## src/rtl/rev32_sequencer_pkg.sv

```systemverilog
// Shared definitions for the time-shared 32-bit bit/byte reversal unit.
package rev32_sequencer_pkg;

    localparam int unsigned DATA_W    = 32;
    localparam int unsigned LANE_W    = 8;
    localparam int unsigned NUM_LANES = DATA_W / LANE_W;

    typedef enum logic [1:0] {
        OP_REV32 = 2'b00,
        OP_REVB  = 2'b01,
        OP_BSWAP = 2'b10,
        OP_PASS  = 2'b11
    } op_t;

    typedef enum logic [1:0] {
        ST_IDLE = 2'd0,
        ST_RUN  = 2'd1,
        ST_DONE = 2'd2
    } state_t;

    function automatic logic [DATA_W-1:0] byte_swap(input logic [DATA_W-1:0] d);
        return {d[7:0], d[15:8], d[23:16], d[31:24]};
    endfunction

endpackage

```

## src/rtl/rev32_sequencer_reverser8.sv

```systemverilog
// Combinational 8-bit bit reverser shared across the four operand lanes.
module Reverser8 (
    input  logic [7:0] i_data,
    output logic [7:0] o_data
);

    always_comb begin
        o_data = '0;
        for (int unsigned i = 0; i < 8; i++) begin
            o_data[i] = i_data[7-i];
        end
    end

endmodule

```

## src/rtl/rev32_sequencer.sv

```systemverilog
// Multi-cycle 32-bit reversal unit: one byte per cycle through a single
// Reverser8 for REV32/REVB, single-cycle load for BSWAP/PASS.
module rev32_sequencer
    import rev32_sequencer_pkg::*;
(
    input  logic        clk,
    input  logic        rst_n,
    input  logic        flush,
    input  logic        in_valid,
    output logic        in_ready,
    input  logic [31:0] in_data,
    input  logic [1:0]  in_op,
    output logic        out_valid,
    input  logic        out_ready,
    output logic [31:0] out_data,
    output logic        out_zero,
    output logic        busy
);

    state_t      r_state;
    op_t         r_op;
    logic [1:0]  r_k;
    logic [31:0] r_src;
    logic [31:0] r_res;

    logic [7:0]  w_lane_in;
    logic [7:0]  w_lane_out;
    logic [1:0]  w_dst;
    logic [31:0] w_run_res;

    always_comb begin
        w_lane_in = '0;
        for (int unsigned b = 0; b < NUM_LANES; b++) begin
            if (b == 32'(r_k)) begin
                w_lane_in = r_src[b*LANE_W +: LANE_W];
            end
        end
    end

    Reverser8 u_rev8 (
        .i_data (w_lane_in),
        .o_data (w_lane_out)
    );

    // REV32 mirrors byte position as well as bit order; REVB keeps position.
    assign w_dst = (r_op == OP_REV32) ? (2'd3 - r_k) : r_k;

    always_comb begin
        w_run_res = r_res;
        for (int unsigned b = 0; b < NUM_LANES; b++) begin
            if (b == 32'(w_dst)) begin
                w_run_res[b*LANE_W +: LANE_W] = w_lane_out;
            end
        end
    end

    always_ff @(posedge clk) begin
        if (!rst_n) begin
            r_state <= ST_IDLE;
            r_op    <= OP_REV32;
            r_k     <= '0;
            r_src   <= '0;
            r_res   <= '0;
        end else if (flush) begin
            // Abort keeps res; only the sequencing state is dropped.
            r_state <= ST_IDLE;
            r_k     <= '0;
        end else begin
            case (r_state)
                ST_IDLE: begin
                    if (in_valid) begin
                        r_src <= in_data;
                        r_op  <= op_t'(in_op);
                        r_k   <= '0;
                        case (op_t'(in_op))
                            OP_BSWAP: begin
                                r_res   <= byte_swap(in_data);
                                r_state <= ST_DONE;
                            end
                            OP_PASS: begin
                                r_res   <= in_data;
                                r_state <= ST_DONE;
                            end
                            default: begin
                                r_res   <= '0;
                                r_state <= ST_RUN;
                            end
                        endcase
                    end
                end
                ST_RUN: begin
                    r_res <= w_run_res;
                    if (r_k == 2'd3) begin
                        r_state <= ST_DONE;
                    end else begin
                        r_k <= r_k + 2'd1;
                    end
                end
                ST_DONE: begin
                    if (out_ready) begin
                        r_state <= ST_IDLE;
                    end
                end
                default: r_state <= ST_IDLE;
            endcase
        end
    end

    assign in_ready  = rst_n && (r_state == ST_IDLE);
    assign out_valid = (r_state == ST_DONE);
    assign out_data  = r_res;
    assign out_zero  = (r_res == '0);
    assign busy      = (r_state != ST_IDLE);

endmodule
```

## config.mk

```make
export PLATFORM = sky130hd
export DESIGN_NAME = rev32_sequencer
export DESIGN_NICKNAME = d
export VERILOG_FILES = /design/src/rtl/rev32_sequencer_pkg.sv /design/src/rtl/rev32_sequencer_reverser8.sv /design/src/rtl/rev32_sequencer.sv
export SDC_FILE = /design/constraint.sdc
export NUM_CORES = 1
export LEC_CHECK = 0
export CORE_ASPECT_RATIO = 0.9
export CORE_MARGIN = 8
export CORE_UTILIZATION = 50
export CTS_CLUSTER_SIZE = 12
export DETAILED_ROUTE_END_ITERATION = 6
export PLACE_DENSITY = 0.78
export SYNTH_ARGS = -nofsm -noshare
export SYNTH_HDL_FRONTEND = slang
export SYNTH_SLANG_ARGS = --single-unit
```

## constraint.sdc

```tcl
create_clock -name clk -period 3 [get_ports clk]
set_input_delay 0.6 -clock clk [delete_from_list [all_inputs] [get_ports clk]]
set_output_delay 0.6 -clock clk [all_outputs]
set_load 0.1 [all_outputs]
```

Word level (Yosys, flattened, before mapping)
Cells that the tools add are included.

Input bits: 39. Output and inout bits: 36. Logic and storage cells: 68. Register bits: 70.

Equal/unequal tests: 19. Reductions and logical operators: 17. Multiplexer cells: 20. Add/sub/neg operators: 2. Bitwise gates (word level): 2.

Operator list (number): $pmux W32 S2 (2); $mux W8 (8); $logic_not A32 Y1 (1); $mux W32 (1); $reduce_and A4 Y1 (4); $mux W2 (7); $ne A2 B2 Y1 const B (7); $reduce_and A3 Y1 (3); $eq A2 B2 Y1 const A (4); $eq A2 B2 Y1 const B (4); $logic_not A2 Y1 (4); $pmux W2 S3 (1); $eq A1 B2 Y1 const A (2); $pmux W2 S2 (1); $reduce_bool A2 Y1 (2); $reduce_or A2 Y1 (2); $add A2 B1 Y2 const B (1); $eq A2 B1 Y1 const B (1); $ne A2 B1 Y1 const B (1); $not A1 Y1 (2); $sub A2 B2 Y2 const A (1); $logic_and A1 B1 Y1 (1).

Longest topological paths before layout
Depth after elaboration: 7. Gate-level depth with buffers: 9.

Hierarchy
A second synthesis with hierarchy kept.

Cell total of the unflattened synthesis: 432. Area total of the unflattened synthesis: 3679.8 µm².

Modules (own cells, without submodules): rev32_sequencer (area an instance 3619.7 µm², cells an instance 424, times used 1); Reverser8 (area an instance 60.1 µm², cells an instance 8, times used 1).

Worst setup path after synthesis
OpenSTA, ideal clock, no wires.

Path kind: register to output. From: reg r_state[0]. To: out in_ready. Arrival: 2645 ps. Cell stages (with the launch flop): 5. Data required time: 2400 ps. Path slack: -245 ps. Cell sequence: dfxtp_1 -> buf_2 -> or2_1 -> clkbuf_1 -> nor2_1.

Longest elaborated chain between the ends: 2.

Ends and longest elaborated chain: from (decl) (line rev32_sequencer.sv:20) `state_t r_state;`; from (signal assigned) (line rev32_sequencer.sv:59) `r_state <= ST_IDLE;`; from (signal assigned) (line rev32_sequencer.sv:66) `r_state <= ST_IDLE;`; from (signal assigned) (line rev32_sequencer.sv:78) `r_state <= ST_DONE;`; $logic_not A2 Y1 (line rev32_sequencer.sv:109) `assign in_ready = rst_n && (r_state == ST_IDLE);`; $logic_and A1 B1 Y1 (line rev32_sequencer.sv:109); to (decl) (line rev32_sequencer.sv:10) `output logic in_ready,`.

No other way between the ends.

Final worst setup path
From: reg r_k[0]. To: reg r_res[19], in the netlist out_data[19].

Longest elaborated chain between the ends: 7. Elaborated cells between the ends (all ways): 15. Classes of those cells: 1 x add/sub; 5 x eq/ne; 7 x mux; 2 x reduce/logical.

Ends and longest elaborated chain: from (decl) (line rev32_sequencer.sv:22) `logic [1:0] r_k;`; from (signal assigned) (line rev32_sequencer.sv:96) `r_k <= r_k + 2'd1;`; branches (longest 7 deep; another with $sub A2 B2 Y2); to (signal assigned) (line rev32_sequencer.sv:77) `r_res <= byte_swap(in_data);`; to (signal assigned) (line rev32_sequencer.sv:81) `r_res <= in_data;`; to (signal assigned) (line rev32_sequencer.sv:92) `r_res <= w_run_res;`; to (decl) (line rev32_sequencer.sv:24) `logic [31:0] r_res;`.

Parallel ways; which one is timed is not known. The select of a mux whose other input is x is not followed. A chain may end at the register's enable or synchronous reset.

==> results by group <==
Global routing
  – Grt ovf: 0
  – GRT Overall Usage: 22.0%
  – First-pass GRT wire length: 17,600 microns
  – Largest net degree at the start of global routing: 59
  – Initial antenna violation count: 0
  – Vias in the first global route: roughly 3,200

Yosys
  – Post-synth EDFFs: 0
  – Top post-synthesis cells by count: nand2_1 (101), dfxtp_1 (70), a21oi_1 (61)
  – Prevailing post-synth register cell: dfxtp_1
  – Ys async rst share: 0%
  – Synth area leader: dfxtp_1
  – Synth area leaders: dfxtp_1 (39%), nand2_1 (11%), mux2_2 (10%)
  – Cell count after synthesis: 431
  – Yosys Warn Count: 0
  – Count of cell types in the netlist: 39
  – Post-synth top area share: roughly two fifths
  – Post-synthesis area per instance: a little over 8 sq um
  – Most common cell in the netlist: nand2_1
  – #FFs+latches synth: 70
  – Net Count, Synth: 474
  – Register area share after synthesis: roughly two fifths
  – Synthesized area: 3580 sq um

Routing
  – Number of vias per cell: 6.11
  – Routed Antenna Nets: 0
  – First drt pass iteration count: 6
  – DRC viols: 0
  – Iteration-0 DRC Markers: roughly 390
  – DR WL/cell: a little under 20 microns
  – Final wirelength: ~11,000 microns
  – Via count: 3,576

Worst setup path
  – Crit path capture type: flop
  – Top delay family on crit path: compound AO/OA/AOI/OAI gates
  – Crit path required time: 3200 ps
  – Worst Path Buf+Inv: 1
  – Crit-path cells: inv_1 -> ha_1 -> nor2b_1 -> a221o_1 -> a32oi_1 -> a311oi_1
  – CP max stage delay: 570 ps
  – Worst reg-to-reg path cell count: 6
  – Crit path kind: reg -> reg
  – Crit start category: flop
  – Reg-to-reg slack, setup: ~530 ps
  – Crit path max fanout: 10
  – Crit-path slowest cell: a32oi_1
  – Number of stages on the worst setup path: 6
  – CP Data Arrival Time: around 2700 ps

Die
  – Chip width: 105 microns
  – Die area: slightly above 10,000 sq um
  – Chip height: approximately 96 microns
  – Site row count: 29
  – Initial Utilization: just over 50%
  – Top Ports: between 70 and 80
  – Core ar.: 7000 sq um

Clock tree
  – Clk buf depth: 2
  – Root buffer cell: clkbuf_8
  – CTS tree: done
  – Cts bufs inserted: 9
  – Post-CTS setup buffer count: 0
  – Htree depth: 3
  – CTS sink count: 70
  – Worst skew pair latency: ~350 ps
  – Hold Buf Count CTS: 0
  – CTS clk-pin slew, worst paths: ~80 ps
  – Gates resized, CTS repair: 0

Min path
  – HP Class: reg -> reg
  – Worst hold stages: 2

Timing
  – Final Skew: between 10 and 15 ps
  – Max_slew headroom: 42.3%
  – Final setup vio count: 0
  – Fmax: ~400 MHz
  – Final min period: 2470 ps
  – Worst slew pin tran: around 870 ps
  – Tcrit/Tclk final: 82.4%
  – RSZ-0062 raised after global routing: false
  – Final hold violations: 0
  – TNS Setup: 0 ps
  – Final Max Slew Viols: 0

Power and ir drop
  – Power Dens Cells: between 500 and 600 nW/um^2
  – Peak supply drop: between 200 and 300 uV
  – Total design power: approximately 2.5 mW
  – LEAKAGE: roughly 1.6 nW

Finish
  – Layout Nets: 530
  – Fillers: about 620
  – Synth-to-Final Area Change: 24.9%
  – N_diodes: 0
  – Fraction of layout cells with a size suffix above 1: 21.1%

Job
  – Max Cap Violations: 0

Placed design
  – Buffers on Ports: 74
  – Final RePlAce weighted congestion: 0.916
  – Post-DP HPWL: 7990 microns

Run status
  – Status: finished clean
-- layout make-up --
cell class | count | area, sq um | area share, %
Clock inverter | 5 | 56.3 | 1.26
Clock buffer | 11 | 151 | 3.38
Sequential cell | 70 | 1400 | 31.3
Inverter | 3 | 11.3 | 0.252
Multi-Input combinational cell | 319 | 2000 | 44.7
Tap cell | 93 | 116 | 2.60
Timing Repair Buffer | 84 | 738 | 16.5
-- placed cells by master (no fill, tap or decap), types with 2 or more instances in the layout --
cell type	netlist	routed
a21oi_1	61	61
a221o_1	8	8
a22oi_1	2	2
a311oi_1	24	24
a31oi_1	8	8
a32oi_1	8	8
and2_1	3	3
buf_4	0	45
clkbuf_8	0	11
clkdlybuf4s50_1	0	38
clkinv_2	0	2
dfxtp_1	70	70
ha_1	4	4
inv_1	2	2
mux2_2	33	33
nand2_1	101	101
nand2b_1	4	4
nand4_1	2	2
nor2_1	7	5
nor2_2	1	3
nor2b_1	12	12
nor3_1	9	9
nor4_1	8	8
o21ai_0	6	6
o21ai_2	2	2
o21bai_1	2	2
o221ai_1	2	2
or2_1	2	2
-- routing by layer --
metal	routed length [microns]	vias up	track usage, %
li1	-	1681	-
met1	4870	1688	29.6
met2	4990	186	33.3
met3	1160	21	6.02
met4	225	0	7.47
met5	0	-	0
-- worst paths after layout --
| kind | start | end |
|---|---|---|
| setup / recovery | r_k[0] | out_data[19] |
| hold / removal | r_src[5] | r_src[5] |
| setup reg to reg | r_k[0] | out_data[19] |
| hold reg to reg | r_src[5] | r_src[5] |
-- where the power goes --
| part | leakage (nW) | internal, mW | switching [mW] |
|---|---|---|---|
| logic | 0.965 | 0.201 | 0.452 |
| clock network | 0.106 | 0.430 | 0.370 |
| registers | 0.574 | 0.985 | 0.0475 |
-- flip-flops by register name (all words and copies together) (netlist names) --
register / flops
r_op: 2
r_k: 2
r_src: 32
out_data: 32
r_state: 2
-- cell families (layout without fill, tap and decap cells) --
| kind of cell | Yosys count | in the layout | share of synthesized area, % |
|---|---|---|---|
| DFF | 70 | 70 | 39.1 |
| adders and majority gates | 4 | 4 | 1.40 |
| buffers and inverters | 42 | 103 | 5.34 |
| and+or+nand+nor | 155 | 155 | 19.7 |
| AOI/OAI and AO/OA | 127 | 127 | 24.1 |
| muxes | 33 | 33 | 10.4 |
-- worst register-to-register path, cell delays in order (launching register included) --
cell and delay [ps]:
dfxtp_1 530, inv_1 200, ha_1 240, nor2b_1 220
a221o_1 350, a32oi_1 570, a311oi_1 210
-- metrics by stage --
stage               util [%]  hold WS [ps]  setup WS (ps)  std cells  area, sq um
CTS                     63.9           458            513        585         4480
global placement        61.0           443            554        569         4270
floorplan                  -           436            211        431         3590
finish                  63.9           459            527        585         4480
global route            63.9           476            395        585         4480
detailed placement      61.0           450            475        569         4270
Power figures use the tool's default switching activity.
